### src/rtl/vga_rx_monitor.sv
// Recovers pixel position and timing lock from a sampled VGA stream (hsync/vsync/RGB444),
// qualified by a pixel-rate strobe in the system clock domain.
module vga_rx_monitor #(
    parameter int H_SYNC   = 96,
    parameter int H_BACK   = 48,
    parameter int H_ACTIVE = 640,
    parameter int H_TOTAL  = 800,
    parameter int V_SYNC   = 2,
    parameter int V_BACK   = 33,
    parameter int V_ACTIVE = 480,
    parameter int V_TOTAL  = 525
) (
    input  logic        sys_clk,
    input  logic        sys_rst,
    input  logic        pix_ce,
    input  logic        vga_hs,
    input  logic        vga_vs,
    input  logic [11:0] vga_rgb,
    output logic        pix_valid,
    output logic [9:0]  pix_x,
    output logic [9:0]  pix_y,
    output logic [11:0] pix_rgb,
    output logic        frame_start,
    output logic        locked,
    output logic        h_err,
    output logic        v_err,
    output logic [15:0] frame_cnt
);

    localparam logic [10:0] H_LAST   = 11'(H_TOTAL - 1);
    localparam logic [10:0] H_VIS_LO = 11'(H_SYNC + H_BACK);
    localparam logic [10:0] H_VIS_HI = 11'(H_SYNC + H_BACK + H_ACTIVE);
    localparam logic [9:0]  V_LAST   = 10'(V_TOTAL - 1);
    localparam logic [9:0]  V_VIS_LO = 10'(V_SYNC + V_BACK);
    localparam logic [9:0]  V_VIS_HI = 10'(V_SYNC + V_BACK + V_ACTIVE);

    typedef enum logic [1:0] {SEEK, CHECK, LOCKED} state_t;

    state_t      state, state_nx;
    logic        hs_prev_p0, vs_prev_p0;
    logic [10:0] h_cnt_p0, h_cnt_nx;
    logic [9:0]  v_cnt_p0, v_cnt_nx;
    logic        armed_p0, armed_nx;
    logic        hs_seen_p0;
    logic        hs_fall, vs_fall, boundary, checking;
    logic        line_err, frame_err, visible;

    function automatic logic [10:0] sat_inc_h(input logic [10:0] v);
        return (v == 11'h7FF) ? v : v + 11'd1;
    endfunction

    function automatic logic [9:0] sat_inc_v(input logic [9:0] v);
        return (v == 10'h3FF) ? v : v + 10'd1;
    endfunction

    always_comb begin
        hs_fall   = hs_prev_p0 & ~vga_hs;
        vs_fall   = vs_prev_p0 & ~vga_vs;
        // a vsync fall arms the boundary; the same sample's hsync fall may consume it
        armed_nx  = armed_p0 | vs_fall;
        boundary  = hs_fall & armed_nx;
        if (boundary) armed_nx = 1'b0;
        checking  = (state == CHECK) || (state == LOCKED);
        line_err  = checking & hs_fall & hs_seen_p0 & (h_cnt_p0 != H_LAST);
        frame_err = checking & boundary & (v_cnt_p0 != V_LAST);
        h_cnt_nx  = hs_fall ? 11'd0 : sat_inc_h(h_cnt_p0);
        v_cnt_nx  = v_cnt_p0;
        if (boundary)     v_cnt_nx = 10'd0;
        else if (hs_fall) v_cnt_nx = sat_inc_v(v_cnt_p0);
    end

    always_comb begin
        state_nx = state;
        case (state)
            SEEK:    if (boundary) state_nx = CHECK;
            CHECK: begin
                if (line_err || frame_err) state_nx = SEEK;
                else if (boundary)         state_nx = LOCKED;
            end
            LOCKED:  if (line_err || frame_err) state_nx = SEEK;
            default: state_nx = SEEK;
        endcase
    end

    // leaving LOCKED on this sample suppresses its pixel
    always_comb begin
        visible = (state == LOCKED) && (state_nx == LOCKED) &&
                  (h_cnt_nx >= H_VIS_LO) && (h_cnt_nx < H_VIS_HI) &&
                  (v_cnt_nx >= V_VIS_LO) && (v_cnt_nx < V_VIS_HI);
    end

    always_ff @(posedge sys_clk) begin
        if (sys_rst)     state <= SEEK;
        else if (pix_ce) state <= state_nx;
    end

    // stage p0: previous-sample and counter state
    always_ff @(posedge sys_clk) begin
        if (sys_rst) begin
            hs_prev_p0 <= 1'b1;
            vs_prev_p0 <= 1'b1;
            h_cnt_p0   <= '0;
            v_cnt_p0   <= '0;
            armed_p0   <= 1'b0;
            hs_seen_p0 <= 1'b0;
        end else if (pix_ce) begin
            hs_prev_p0 <= vga_hs;
            vs_prev_p0 <= vga_vs;
            h_cnt_p0   <= h_cnt_nx;
            v_cnt_p0   <= v_cnt_nx;
            armed_p0   <= armed_nx;
            hs_seen_p0 <= hs_seen_p0 | hs_fall;
        end
    end

    // stage p1: registered outputs, one cycle after the sample
    always_ff @(posedge sys_clk) begin
        if (sys_rst) begin
            pix_valid   <= 1'b0;
            pix_x       <= '0;
            pix_y       <= '0;
            pix_rgb     <= '0;
            frame_start <= 1'b0;
            locked      <= 1'b0;
            h_err       <= 1'b0;
            v_err       <= 1'b0;
            frame_cnt   <= '0;
        end else begin
            pix_valid   <= 1'b0;
            frame_start <= 1'b0;
            h_err       <= 1'b0;
            v_err       <= 1'b0;
            if (pix_ce) begin
                pix_valid <= visible;
                if (visible) begin
                    pix_x   <= 10'(h_cnt_nx - H_VIS_LO);
                    pix_y   <= v_cnt_nx - V_VIS_LO;
                    pix_rgb <= vga_rgb;
                end
                if (boundary && (state_nx == LOCKED)) begin
                    frame_start <= 1'b1;
                    frame_cnt   <= frame_cnt + 16'd1;
                end
                locked <= (state_nx == LOCKED);
                h_err  <= line_err;
                v_err  <= frame_err;
            end
        end
    end

endmodule

### config.mk
export PLATFORM = sky130hd
export DESIGN_NAME = vga_rx_monitor
export DESIGN_NICKNAME = d
export VERILOG_FILES = /design/src/rtl/vga_rx_monitor.sv
export SDC_FILE = /design/constraint.sdc
export NUM_CORES = 1
export LEC_CHECK = 0
export CAP_MARGIN = 25
export CELL_PAD_IN_SITES_DETAIL_PLACEMENT = 0
export CELL_PAD_IN_SITES_GLOBAL_PLACEMENT = 1
export CORE_ASPECT_RATIO = 0.7
export CORE_UTILIZATION = 44
export DETAILED_ROUTE_END_ITERATION = 8
export PLACE_DENSITY_LB_ADDON = 0.25
export SLEW_MARGIN = 20
export SYNTH_ARGS = -nofsm -noshare
export SYNTH_HDL_FRONTEND = slang
export SYNTH_SLANG_ARGS = --single-unit
### constraint.sdc
create_clock -name sys_clk -period 7.6 [get_ports sys_clk]
set_input_delay 1.9 -clock sys_clk [delete_from_list [all_inputs] [get_ports sys_clk]]
set_output_delay 1.9 -clock sys_clk [all_outputs]
set_load 0.02 [all_outputs]
==> impl_metrics.json <==
{
  "hold_buffers": 0,
  "vias": 4146,
  "p_comb_share_pct": 7.5,
  "crit_path_end_kind": "flop",
  "status": "complete, no violations",
  "grt_overflow": 0,
  "cts-resized-gates": 0,
  "required_ps": 7830,
  "seq_power_share_pct": 45.4,
  "drive_gt1_share_pct": 7.119,
  "place_congestion": 0.8824,
  "p_switching_uw": 222.2,
  "netSwitchingFraction_pct": 23.53,
  "pin_count": 70,
  "path_class": "input pin to flop",
  "fin_area_sq_um": 5567,
  "dr.pass1.iters": 5,
  "p_per_area_nw_per_um2": 169.6,
  "area_growth_pct": 23.34,
  "synth_top_area_share_pct": 35.49,
  "initialDrtViolationCount": 374,
  "finalWirelength_mm": 11.81,
  "critPathMaxStageDelay_ps": 680,
  "row_count": 30,
  "hold_viol_final": 0,
  "cp_cell_sequence": "clkdlybuf4s50_1 -> nand2b_1 -> a21oi_1 -> nor2_1 -> ha_1 -> o21bai_1 -> or3_4 -> a211o_1 -> and4_1 -> buf_4 -> a311oi_1",
  "holdCritPathClass": "flop to flop",
  "grt_pass1_vias": 3742,
  "max_slew.worst_pin.slew_ps": 948.7,
  "die_y_microns": 86.74,
  "fmax_mhz": 176.9,
  "holdWs_ps": 459.0,
  "core-area_sq_um": 9834,
  "period_minus_slack_ps": 5652,
  "route.detailed.drc": 0,
  "vias_per_cell": 5.774,
  "tns_ps": 0,
  "cp-start-kind": "input pin",
  "cts_made_buffers": 9,
  "synth_edf_count": 0,
  "async_flop_share_pct": 0,
  "max_cap_violations": 0,
  "yosys.cell_types.count": 65,
  "tritoncts": "done",
  "io_buffers": 69,
  "rsz0062_at_grt": "no",
  "die_w_microns": 123.1,
  "dieArea_sq_um": 10670,
  "syn-num-nets": 558,
  "ant_nets": 0,
  "grt_pass1_wl_mm": 19.15,
  "synth-seq-area-share_pct": 35.49,
  "yosysWarningCount": 0,
  "dp_hpwl_mm": 8.405,
  "ys_ff_latch": 80,
  "crit_arrival_ps": 5890,
  "finalClockSkew_ps": 5.501,
  "ir_drop_uv": 106.3,
  "synth_top_area_cell": "dfxtp_1",
  "min_period_over_period_pct": 74.37,
  "clk_path_buf_depth": 2,
  "path_max_fanout": 17,
  "syn_area_sq_um": 4513,
  "num_antenna_cells": 0,
  "slew_violations": 0,
  "dpl_cell_area_sq_um": 5246,
  "setup_viol": 0,
  "wire_per_inst_microns": 16.45,
  "post-cts-setup-buffers": 0,
  "slowest_stage": "a21oi_1",
  "clockPowerShare_pct": 47.0,
  "clk_pin_slew_ps": 60,
  "syn_area_per_cell_sq_um": 8.515,
  "synth-main-ff-cell": "dfxtp_1",
  "syn_inst": 530,
  "start_util_pct": 45.89,
  "h-tree-depth": 3,
  "antenna_found_initial": 0,
  "cellInternalPower_uw": 722.0,
  "cp_num_buf_inv": 2,
  "synth_area_leaders": "dfxtp_1 35%, mux2i_1 9.1%, nand2_1 5.1%",
  "path_delay_family": "compound AO/OA/AOI/OAI gates",
  "cts.sinks": 80,
  "relSlewSlack_pct": 36.21,
  "cts-root-buf": "clkbuf_16",
  "nets": 613,
  "grt_max_degree": 61,
  "clk_latency_ps": 330,
  "p_leak_uw": 0.002042,
  "grt_usage_pct": 22.97
}
## area by class of cell
cell class              instances  area, sq um
flip-flops and latches         80         1602
well taps                     128        160.2
fillers                       893         4268
inverters                      15        56.30
clock inverters                 5        55.05
clock buffers                  11        252.7
repair buffers                 77        743.2
multi-input cells             402         2698
## cell usage in the layout (no fill, tap or decap), drive strengths merged, types with 12 or more instances in the layout
master	instances
a211oi	15
nand4	13
nand3	16
nor4	12
clkdlybuf4s50	68
inv	14
clkbuf	12
dfxtp	80
nand2	61
nor2	53
nor3	16
a21oi	17
mux2i	41
xnor2	17
## synthesized netlist by cell type, drive strengths merged (10+ instances only)
cell type,n
nor2,53
nand2,61
nand3,16
clkbuf,21
xnor2,17
nor3,16
nand4,13
a211oi,15
and3,10
dfxtp,80
mux2i,41
nor4,12
a41oi,11
ha,11
buf,12
inv,14
a21oi,17
## stage by stage
stage	total power, uW	utilization (%)	worst slack, ps	instances
after global placement	507.0	53.35	1829	700
after global routing	980.5	56.60	1635	718
after floorplan	484.8	-	3291	530
after detailed placement	508.0	53.35	1693	700
after CTS	954.0	56.48	2030	716
final	944.2	56.60	1948	718
## per-layer routing
| metal | vias to the layer above | share of wire (%) | GRT usage [%] |
|---|---|---|---|
| li1 | 2043 | - | - |
| met1 | 1966 | 52 | 33.93 |
| met2 | 125 | 42 | 34.07 |
| met3 | 12 | 4.7 | 4.408 |
| met4 | 0 | 1.0 | 5.586 |
| met5 | - | 0 | 0 |
## logic make-up after synthesis
logic type | share of synthesized area [%]
AND/OR/NAND/NOR | 25.62
flip-flops | 35.49
buffers and inverters | 4.741
multiplexers | 9.592
XOR/XNOR | 4.658
adder cells (fa/ha/maj) | 3.050
AO/OA/AOI/OAI | 16.86
## power groups by stage
stage / sequential (uW) / clock (uW) / combinational [uW]
after floorplan: 435 / 0 / 49.5
after global placement: 438 / 0 / 68.9
after detailed placement: 438 / 0 / 69.9
after CTS: 429 / 455 / 70.4
after global routing: 429 / 473 / 78.7
final: 429 / 444 / 71.1
## tightest hold or removal path: stages, from the launching register on
cell,delay (ps)
dfxtp_1,310
nand2_1,50
mux2i_1,50
## final timing paths
check,from,end,slack [ps],depth (start not counted)
max,vga_hs,pix_y[2],1950,11
min,pix_rgb[10],pix_rgb[10],460,2
max reg2reg,v_cnt_p0[1],pix_y[2],3180,12
min reg2reg,pix_rgb[10],pix_rgb[10],460,2
## sequential cells by signal, summed over array words and instances, names as in the netlist
name,count
armed_p0,1
v_err,1
vs_prev_p0,1
pix_valid,1
v_cnt_p0,10
hs_seen_p0,1
h_cnt_p0,11
locked,1
pix_x,10
frame_start,1
h_err,1
pix_y,10
frame_cnt,16
pix_rgb,12
hs_prev_p0,1
state,2
No activity file was read; power rests on OpenSTA's default activity.
